$ cat src/rtl/quad_decoder_array_if.sv
// Register bus between quad_decoder_array and the system bus: address and
// strobes in, registered read data and valid pulse out.
interface quad_decoder_array_if;
   logic [3:0]  iADDRESS;
   logic        iREAD;
   logic        iWRITE;
   logic [31:0] iWRITE_DATA;
   logic [31:0] oREAD_DATA;
   logic        oREAD_VALID;

   modport master (
      output iADDRESS, iREAD, iWRITE, iWRITE_DATA,
      input  oREAD_DATA, oREAD_VALID
   );

   modport slave (
      input  iADDRESS, iREAD, iWRITE, iWRITE_DATA,
      output oREAD_DATA, oREAD_VALID
   );
endinterface

$ cat src/rtl/quad_decoder_array.sv
// Multi-channel x4 quadrature decoder: synchronise, tick-sample and debounce A/B,
// count a signed wrapping position, expose COUNT/STATUS registers per channel.
module quad_decoder_array #(
   parameter int pENCODERS       = 2,
   parameter int pCNT_BITS       = 16,
   parameter int pPRESCALER_BITS = 6,
   parameter int pFILTER         = 2
) (
   input  logic                 iCLK,
   input  logic                 iRESETn,
   input  logic [pENCODERS-1:0] iENC_A,
   input  logic [pENCODERS-1:0] iENC_B,
   quad_decoder_array_if.slave  bus
);
   localparam int FILT_BITS = 4;
   localparam logic [FILT_BITS-1:0]        FILT_LAST = FILT_BITS'(pFILTER - 1);
   localparam logic signed [pCNT_BITS-1:0] CNT_ONE   = {{(pCNT_BITS-1){1'b0}}, 1'b1};
   localparam logic signed [pCNT_BITS-1:0] CNT_MAX   = {1'b0, {(pCNT_BITS-1){1'b1}}};
   localparam logic signed [pCNT_BITS-1:0] CNT_MIN   = {1'b1, {(pCNT_BITS-1){1'b0}}};

   logic [pPRESCALER_BITS-1:0] presc_reg;
   logic [1:0]                 sync_fill_reg;
   logic                       tick;
   logic [2:0]                 bus_ch;
   logic [31:0]                count_all  [pENCODERS];
   logic [31:0]                status_all [pENCODERS];
   logic [31:0]                rd_data_reg, rd_data_next;
   logic                       rd_valid_reg;
   logic                       unused_write_bits;

   assign bus_ch            = bus.iADDRESS[3:1];
   assign unused_write_bits = ^bus.iWRITE_DATA;

   // Ticks are held off until both synchroniser stages carry real pin samples,
   // so the priming tick never loads the post-reset zeros.
   assign tick = (presc_reg == '0) && sync_fill_reg[1];

   always_ff @(posedge iCLK or negedge iRESETn) begin
      if (!iRESETn) begin
         presc_reg     <= '0;
         sync_fill_reg <= '0;
      end else begin
         presc_reg     <= presc_reg + 1'b1;
         sync_fill_reg <= {sync_fill_reg[0], 1'b1};
      end
   end

   // Position of an {A,B} pair along the forward sequence 00,10,11,01.
   function automatic logic [1:0] phase_of(input logic [1:0] ab);
      case (ab)
         2'b00:   return 2'd0;
         2'b10:   return 2'd1;
         2'b11:   return 2'd2;
         default: return 2'd3;
      endcase
   endfunction

   genvar gi;
   generate
      for (gi = 0; gi < pENCODERS; gi++) begin : g_ch
         logic [1:0]                 sync1_reg, sync2_reg;
         logic [1:0]                 filt_reg, filt_next;
         logic [1:0][FILT_BITS-1:0]  cand_reg, cand_next;
         logic                       primed_reg, primed_next;
         logic signed [pCNT_BITS-1:0] cnt_reg, cnt_next;
         logic                       err_reg, err_next;
         logic                       ovf_reg, ovf_next;
         logic                       dir_reg, dir_next;
         logic [1:0]                 phase_diff;
         logic                       step_up, step_dn, err_evt, ovf_evt;
         logic                       wr_count, wr_status;

         assign wr_count  = bus.iWRITE && (bus_ch == 3'(gi)) && !bus.iADDRESS[0];
         assign wr_status = bus.iWRITE && (bus_ch == 3'(gi)) &&  bus.iADDRESS[0];

         always_comb begin
            filt_next   = filt_reg;
            cand_next   = cand_reg;
            primed_next = primed_reg;
            if (tick) begin
               if (!primed_reg) begin
                  filt_next   = sync2_reg;
                  cand_next   = '0;
                  primed_next = 1'b1;
               end else begin
                  for (int bi = 0; bi < 2; bi++) begin
                     if (sync2_reg[bi] == filt_reg[bi]) begin
                        cand_next[bi] = '0;
                     end else if (cand_reg[bi] == FILT_LAST) begin
                        filt_next[bi] = sync2_reg[bi];
                        cand_next[bi] = '0;
                     end else begin
                        cand_next[bi] = cand_reg[bi] + 1'b1;
                     end
                  end
               end
            end
         end

         // A jump of two positions means both phases moved in one acceptance.
         assign phase_diff = phase_of(filt_next) - phase_of(filt_reg);
         assign step_up    = primed_reg && (phase_diff == 2'd1);
         assign step_dn    = primed_reg && (phase_diff == 2'd3);
         assign err_evt    = primed_reg && (phase_diff == 2'd2);

         always_comb begin
            cnt_next = cnt_reg;
            dir_next = dir_reg;
            err_next = err_reg;
            ovf_next = ovf_reg;
            ovf_evt  = 1'b0;
            if (wr_count) begin
               cnt_next = bus.iWRITE_DATA[pCNT_BITS-1:0];
            end else if (step_up) begin
               cnt_next = cnt_reg + CNT_ONE;
               dir_next = 1'b1;
               ovf_evt  = (cnt_reg == CNT_MAX);
            end else if (step_dn) begin
               cnt_next = cnt_reg - CNT_ONE;
               dir_next = 1'b0;
               ovf_evt  = (cnt_reg == CNT_MIN);
            end
            if (wr_status) begin
               err_next = err_reg & ~bus.iWRITE_DATA[0];
               ovf_next = ovf_reg & ~bus.iWRITE_DATA[1];
            end
            if (err_evt) err_next = 1'b1;
            if (ovf_evt) ovf_next = 1'b1;
         end

         always_ff @(posedge iCLK or negedge iRESETn) begin
            if (!iRESETn) begin
               sync1_reg  <= '0;
               sync2_reg  <= '0;
               filt_reg   <= '0;
               cand_reg   <= '0;
               primed_reg <= 1'b0;
               cnt_reg    <= '0;
               err_reg    <= 1'b0;
               ovf_reg    <= 1'b0;
               dir_reg    <= 1'b0;
            end else begin
               sync1_reg  <= {iENC_A[gi], iENC_B[gi]};
               sync2_reg  <= sync1_reg;
               filt_reg   <= filt_next;
               cand_reg   <= cand_next;
               primed_reg <= primed_next;
               cnt_reg    <= cnt_next;
               err_reg    <= err_next;
               ovf_reg    <= ovf_next;
               dir_reg    <= dir_next;
            end
         end

         assign count_all[gi]  = 32'(cnt_reg);
         assign status_all[gi] = {26'd0, primed_reg, dir_reg, filt_reg, ovf_reg, err_reg};
      end
   endgenerate

   always_comb begin
      rd_data_next = '0;
      for (int ci = 0; ci < pENCODERS; ci++) begin
         if (bus_ch == 3'(ci)) begin
            rd_data_next = bus.iADDRESS[0] ? status_all[ci] : count_all[ci];
         end
      end
   end

   always_ff @(posedge iCLK or negedge iRESETn) begin
      if (!iRESETn) begin
         rd_data_reg  <= '0;
         rd_valid_reg <= 1'b0;
      end else begin
         rd_valid_reg <= bus.iREAD;
         if (bus.iREAD) rd_data_reg <= rd_data_next;
      end
   end

   assign bus.oREAD_DATA  = rd_data_reg;
   assign bus.oREAD_VALID = rd_valid_reg;
endmodule

$ cat src/flat_wrapper.sv
// flat-port wrapper written by rule: the top's interface ports become plain ports
module quad_decoder_array_flat 
#(
   parameter int pENCODERS       = 2,
   parameter int pCNT_BITS       = 16,
   parameter int pPRESCALER_BITS = 6,
   parameter int pFILTER         = 2
)
  (iCLK, iRESETn, iENC_A, iENC_B, bus_iADDRESS, bus_iREAD, bus_iWRITE, bus_iWRITE_DATA, bus_oREAD_DATA, bus_oREAD_VALID);
  quad_decoder_array_if bus_i ();
  input  logic iCLK;
  input  logic iRESETn;
  input  logic [pENCODERS-1:0] iENC_A;
  input  logic [pENCODERS-1:0] iENC_B;
  input wire logic [$bits(bus_i.iADDRESS)-1:0] bus_iADDRESS;
  input wire logic [$bits(bus_i.iREAD)-1:0] bus_iREAD;
  input wire logic [$bits(bus_i.iWRITE)-1:0] bus_iWRITE;
  input wire logic [$bits(bus_i.iWRITE_DATA)-1:0] bus_iWRITE_DATA;
  output wire logic [$bits(bus_i.oREAD_DATA)-1:0] bus_oREAD_DATA;
  output wire logic [$bits(bus_i.oREAD_VALID)-1:0] bus_oREAD_VALID;
  assign bus_i.iADDRESS = bus_iADDRESS;
  assign bus_i.iREAD = bus_iREAD;
  assign bus_i.iWRITE = bus_iWRITE;
  assign bus_i.iWRITE_DATA = bus_iWRITE_DATA;
  assign bus_oREAD_DATA = bus_i.oREAD_DATA;
  assign bus_oREAD_VALID = bus_i.oREAD_VALID;
  quad_decoder_array #(.pENCODERS(pENCODERS), .pCNT_BITS(pCNT_BITS), .pPRESCALER_BITS(pPRESCALER_BITS), .pFILTER(pFILTER)) u_core (.iCLK(iCLK), .iRESETn(iRESETn), .iENC_A(iENC_A), .iENC_B(iENC_B), .bus(bus_i));
endmodule
$ cat config.mk
export PLATFORM = sky130hd
export DESIGN_NAME = quad_decoder_array_flat
export DESIGN_NICKNAME = d
export VERILOG_FILES = /design/src/rtl/quad_decoder_array_if.sv /design/src/rtl/quad_decoder_array.sv /design/src/flat_wrapper.sv
export SDC_FILE = /design/constraint.sdc
export NUM_CORES = 1
export LEC_CHECK = 0
export BUFFER_PORTS_ARGS = -buffer_cell sky130_fd_sc_hd__buf_2
export CAP_MARGIN = 25
export CORE_MARGIN = 3
export CORE_UTILIZATION = 30
export CTS_CLUSTER_SIZE = 28
export DETAILED_ROUTE_END_ITERATION = 6
export GPL_ROUTABILITY_DRIVEN = 0
export HOLD_SLACK_MARGIN = 0.15
export PLACE_DENSITY = 0.52
export SKIP_LAST_GASP = 1
export SLEW_MARGIN = 20
export SYNTH_ARGS = -nofsm -noshare
export SYNTH_HDL_FRONTEND = slang
export SYNTH_SLANG_ARGS = --single-unit
$ cat constraint.sdc
create_clock -name iCLK -period 4.95 [get_ports iCLK]
set_input_delay 0.7425 -clock iCLK [delete_from_list [all_inputs] [get_ports iCLK]]
set_output_delay 0.7425 -clock iCLK [all_outputs]
set_load 0.005 [all_outputs]
## Word-level counts from Yosys, hierarchy flattened

Cells that the tools add are included.

| word-level totals | value |
|---|---|
| word-level logic and storage cells | 153 |
| output and inout port bits | 33 |
| register bits after elaboration | 108 |
| input bits | 44 |

| cells by class | value |
|---|---|
| multiplexer cells | 54 |
| bitwise logic cells | 8 |
| add/sub/neg operators | 11 |
| reductions and logical operators | 30 |
| equality and inequality tests | 27 |

Operators by type and width:

| cell | number |
|---|---|
| $mux 32 | 4 |
| $mux 16 | 6 |
| $eq 16x16->1 const B | 4 |
| $add 16x2->16 const B | 2 |
| $mux 4 | 8 |
| $sub 16x2->16 const B | 2 |
| $mux 1 | 26 |
| $eq 2x2->1 const B | 12 |
| $pmux 2 s3 | 4 |
| $add 4x1->4 const B | 4 |
| $eq 4x1->1 const B | 4 |
| $mux 8 | 2 |
| $logic_and 1x1->1 | 13 |
| $reduce_bool 2->1 | 6 |
| $logic_not 2->1 | 4 |
| $mux 2 | 4 |
| $add 6x1->6 const B | 1 |
| $logic_not 6->1 | 1 |
| $reduce_bool 3->1 | 2 |
| $and 1x1->1 | 4 |
| $eq 1x1->1 | 4 |
| $eq 2x1->1 const B | 2 |
| $not 1->1 | 4 |
| $reduce_and 2->1 | 2 |
| other kinds (4) | 5 |

## Longest topological paths before layout

| logic depth | value |
|---|---|
| depth after elaboration | 14 |
| depth in mapped cells | 24 |
| gate-level depth less buffers | 22 |

## Least setup slack after synthesis

No wires, ideal clock.

| path | value |
|---|---|
| path kind | register -> register |
| from | register u_core.g_ch[1].cand_reg[1] (netlist bit) |
| to | register u_core.g_ch[1].cnt_reg[15] |
| path slack | -0.305 ns |
| arrival | 5.131 ns |
| path buffers | 2 |
| library setup time | 0.124 ns |
| cell stages (with the launch flop) | 22 |
| clock period less this slack | 5.255 ns |
| required time | 4.826 ns |
| cell sequence | dfrtp_1 > inv_1 > ha_1 > or3b_2 > a211oi_2 > mux2i_1 > inv_1 > xnor2_1 > ha_1 > nor2b_1 > clkbuf_1 > clkbuf_1 > nand2_1 > ha_1 > a2111oi_0 > o21ai_0 > a211oi_2 > o311ai_1 > o211ai_1 > xnor2_1 > a21oi_1 > o31a_1 |

| between the ends | value |
|---|---|
| word-level cells in the longest chain between the ends | 12 |
| elaborated cells on any way between the ends | 17 |
| classes of those cells | 1 x add/sub; 5 x eq/ne; 7 x mux; 4 x reduce/logical |

RTL lines:

| what | line | text |
|---|---|---|
| start, declared | quad_decoder_array.sv:63 | `logic [1:0][FILT_BITS-1:0] cand_reg, cand_next;` |
| start signal, assigned | quad_decoder_array.sv:146 | `cand_reg <= cand_next;` |
| $eq 4x1->1 (*) | quad_decoder_array.sv:89 | `end else if (cand_reg[bi] == FILT_LAST) begin` |
| $mux 1 (*) | quad_decoder_array.sv:89 |  |
| $mux 1 (*) | quad_decoder_array.sv:87 | `if (sync2_reg[bi] == filt_reg[bi]) begin` |
| $mux 2 (*) | quad_decoder_array.sv:81 | `if (!primed_reg) begin` |
| $mux 2 (*) | quad_decoder_array.sv:80 | `if (tick) begin` |
| via u_core.g_ch[1].filt_next[0] | quad_decoder_array.sv:62 | `logic [1:0] filt_reg, filt_next;` |
| $eq 2x2->1 / $logic_not 2->1 (equally long branches) | quad_decoder_array.sv:50 | `case (ab)` |
| $pmux 2 s3 (*) | quad_decoder_array.sv:50 |  |
| $sub 2x2->2 (*) | quad_decoder_array.sv:101 | `assign phase_diff = phase_of(filt_next) - phase_of(filt_reg);` |
| $eq 2x1->1 | quad_decoder_array.sv:102 | `assign step_up = primed_reg && (phase_diff == 2'd1);` |
| $logic_and 1x1->1 | quad_decoder_array.sv:102 |  |
| $mux 16 | quad_decoder_array.sv:114 | `end else if (step_up) begin` |
| $mux 16 | quad_decoder_array.sv:112 | `if (wr_count) begin` |
| end signal, assigned | quad_decoder_array.sv:148 | `cnt_reg <= cnt_next;` |
| end, declared | quad_decoder_array.sv:65 | `logic signed [pCNT_BITS-1:0] cnt_reg, cnt_next;` |

The timed path passes the listed nets; every way through them passes the cells marked *.
A chain may end at the register's enable or synchronous reset.

## Worst setup path after layout

| path | value |
|---|---|
| from | register u_core.presc_reg[5] |
| to | register u_core.g_ch[1].cnt_reg[14] |

| between the ends | value |
|---|---|
| word-level cells in the longest chain between the ends | 10 |
| elaborated cells on any way between the ends | 15 |
| classes of those cells | 1 x add/sub; 4 x eq/ne; 4 x mux; 6 x reduce/logical |

RTL lines:

| what | line | text |
|---|---|---|
| start, declared | quad_decoder_array.sv:21 | `logic [pPRESCALER_BITS-1:0] presc_reg;` |
| start signal, assigned | quad_decoder_array.sv:43 | `presc_reg <= presc_reg + 1'b1;` |
| $logic_not 6->1 (*) | quad_decoder_array.sv:36 | `assign tick = (presc_reg == '0) && sync_fill_reg[1];` |
| $logic_and 1x1->1 (*) | quad_decoder_array.sv:36 |  |
| $mux 2 (*) | quad_decoder_array.sv:80 |  |
| via u_core.g_ch[1].filt_next[1] | quad_decoder_array.sv:62 |  |
| $eq 2x2->1 / $logic_not 2->1 (equally long branches) | quad_decoder_array.sv:50 |  |
| $pmux 2 s3 (*) | quad_decoder_array.sv:50 |  |
| $sub 2x2->2 (*) | quad_decoder_array.sv:101 |  |
| $eq 2x1->1 | quad_decoder_array.sv:102 |  |
| $logic_and 1x1->1 | quad_decoder_array.sv:102 |  |
| $mux 16 | quad_decoder_array.sv:114 |  |
| $mux 16 | quad_decoder_array.sv:112 |  |

Marked as above.

==> impl_metrics.ini <==
[status]
outcome = finished clean

[clock_tree]
htreeDepth = 3
cts.clk_slew.worst_paths_ns = 0.08
cts_root_buffer = clkbuf_16
clk_latency_ns = 0.35
numCtsBuffers = 9
cts_tree = yes
ctsHoldBuffers = 0
numClockSinks = 92
cts_buffer_depth = 2

[finish]
final_cell_mix = dfrtp_1, nand2_1, buf_2
regArea_um2 = 2300
largest_register_ffs = 32
nNetsFinal = 843
diodes = 0
fin_cells = 1019
multi_input_area_um2 = 3570
area_growth_pct = 19.4
stdcell_area_um2 = 7260
final_util = 0.368
n_fill_cell = 1996
layout_commonest_cell = dfrtp_1
drive_gt1_frac = 0.208

[die]
fp-row-count = 51
die_h_um = 148
initial_core_util = 0.308
pin_count = 77
core_um2 = 19700
die-area_um2 = 22000
die_x_um = 148

[yosys]
muxShareOfSynthArea = 0.0249
synth-edff-count = 0
avgSynthCellArea_um2 = 8.90
synth-simple-area-share = 0.166
ys_seq_area_frac = 0.379
synthesis.area_um2 = 6080
ys_dominant_reg_cell = dfrtp_1
synth_top_family_by_area = compound AO/OA/AOI/OAI gates
synthXorXnorAreaFrac = 0.0545
async_flop_share = 1.00
synth_top_cell_by_area = dfrtp_1
yosysWarnings = 0
synth_nets = 777
synth_area_leaders = dfrtp_1, ha_1, o21ai_0
synth.top_cell.area_share = 0.379
synth_cell_types = 61
synth_fa_ha_area_frac = 0.105
ys_seq_elements = 92
synth_cells = 683
synth-compound-area-share = 0.209

[timing]
finalHoldViolations = 0
grt_setup_unrepaired = yes
fin_crit_ns = 4.71
timing.hold.ws_ns = 0.349
worst_pin_slew_ns = 0.819
setup_viol = 0
finalCritPeriodShare = 0.951
max_slew_margin = 0.454
max_freq_mhz = 213
drv_slew = 0
skew_ns = 0.00905

[critical_path]
regToRegEndpoint = u_core.g_ch[1].cnt_reg[14]$_DFFE_PN0P_
critPathLaunch = u_core.presc_reg[5]$_DFF_PN0_
reg2reg_depth = 19
timing.rr.start = u_core.presc_reg[5]$_DFF_PN0_
cp-end-kind = flip-flop
crit_type = reg2reg
worstPathRequired_ns = 5.19
path_max_fanout = 8
critPathArrivalTime_ns = 4.95
reg2reg_slack_ns = 0.24
critPathLaunchType = flip-flop

[routing]
wl_met1_um = 8160
vias = 5164
post_drt_wl_per_cell_um = 15.8
topRoutingLayerUsed = met4
post-route-drc-count = 0
ant_nets = 0
wl_met2_um = 6980
wl_um = 16100
wl_met3_um = 708
drt-initial-drc-count = 363
dr.pass1.iters = 5
vias_per_cell = 5.07

[min_path]
worstHoldPathCells = 0
min_to = u_core.sync_fill_reg[1]$_DFF_PN0_
min_from = u_core.sync_fill_reg[0]$_DFF_PN0_
min_path_type = reg2reg

[grt]
track_usage = 0.149
grt.overflow.total = 0
grt_first_pass_wirelength_um = 26300
first_global_vias = 4883
grt_antenna_before_repair = 0
grt_start_max_net_pins = 58

[power]
vdd_drop_max_v = 0.000157
powerDensity_nw_per_um2 = 332
total_power_mw = 2.41
leakagePower_nw = 3.14

[placement]
dp_cells = 999
io_buffer_count = 60
post-dp-hpwl_um = 12000
dpl_cell_area_um2 = 6760

[run]
timing.max_cap.violations = 0
-- cells in the mapped netlist, types with 2 or more instances --
library cell / instances
o21a_1: 10
ha_1: 48
o211ai_1: 6
a21boi_0: 3
nor4b_1: 2
buf_4: 16
o221ai_1: 4
nand2b_1: 9
inv_1: 35
a21oi_1: 38
xor2_1: 11
clkbuf_1: 27
nor3_1: 9
nor2b_1: 9
a41oi_1: 2
nor4_1: 10
or3b_2: 2
o22ai_1: 12
or2_2: 7
a21o_1: 6
o21ai_0: 55
xnor2_1: 25
nand3_1: 20
and3_1: 4
or3_1: 6
nand2_1: 71
nor2_1: 42
fa_1: 2
mux2i_1: 14
a2111oi_0: 2
a31oi_1: 14
dfrtp_1: 92
a211oi_2: 3
a22oi_1: 13
o21bai_1: 4
o31ai_1: 9
a211oi_1: 7
nand4_1: 11
-- critical path, stage by stage (launching register included) --
cell	delay [ns]
dfrtp_1	0.40
or4_4	0.57
or2_2	0.34
nor2_2	0.13
nand2_1	0.06
o21ai_1	0.13
xnor2_1	0.10
ha_1	0.22
xnor2_2	0.17
xor2_1	0.24
nand2_2	0.21
buf_4	0.20
buf_4	0.16
ha_1	0.32
a21o_1	0.17
or4_1	0.49
nand2_1	0.13
o211a_4	0.21
a21oi_1	0.08
o221a_2	0.25
-- power by group --
group          switching [mW]  total, mW  internal [mW]
Clock                   0.339      0.745          0.405
Combinational           0.382      0.714          0.332
Sequential              0.125      0.952          0.827
-- worst max-delay path by stage --
stage	to	slack, ns	cells after the start
2_1_floorplan	u_core.g_ch[1].cnt_reg[15]$_DFFE_PN0P_	0.0003	21
6_report	u_core.g_ch[1].cnt_reg[14]$_DFFE_PN0P_	0.24	19
4_1_cts	u_core.g_ch[1].cnt_reg[15]$_DFFE_PN0P_	0.02	20
5_1_grt	u_core.g_ch[0].cnt_reg[14]$_DFFE_PN0P_	-0.03	21
3_5_place_dp	u_core.g_ch[0].cnt_reg[15]$_DFFE_PN0P_	-0.06	20
3_3_place_gp	u_core.g_ch[0].cnt_reg[15]$_DFFE_PN0P_	0.01	20
-- final cells by class --
class,instances,share of cell area
sequential,92,0.317
timing repair buffer,100,0.0836
multi-input combinational,511,0.492
clock inverter,7,0.0126
clock buffer,9,0.0310
tap,265,0.0457
inverter,35,0.0181
-- through the flow --
stage	setup TNS [ns]	setup WS [ns]
floorplan	0	0.000297
global placement	0	0.0128
detailed placement	-0.0561	-0.0561
CTS	0	0.0164
global route	-0.0997	-0.0333
finish	0	0.245
-- kinds of logic (layout without fill, tap and decap cells) --
kind of cell	count (synthesis)	after routing
simple gates	209	209
compound gates	199	199
flops	92	92
buf+inv	80	151
fa+ha+maj	50	50
xor+xnor	37	37
mux	15	15
other cells	1	1
-- per-layer routing --
layer / up-vias / track usage
met5: - / 0
met4: 0 / 0.0448
met3: 22 / 0.0225
met2: 123 / 0.221
met1: 2431 / 0.224
li1: 2588 / -
-- repair_timing --
action                     in CTS  in global routing
cloned                          0                  0
pin swaps                       0                 18
buffers inserted                0                  3
setup endpoints to repair       2                 12
gates resized for setup         4                 28
Power figures use the tool's default switching activity.
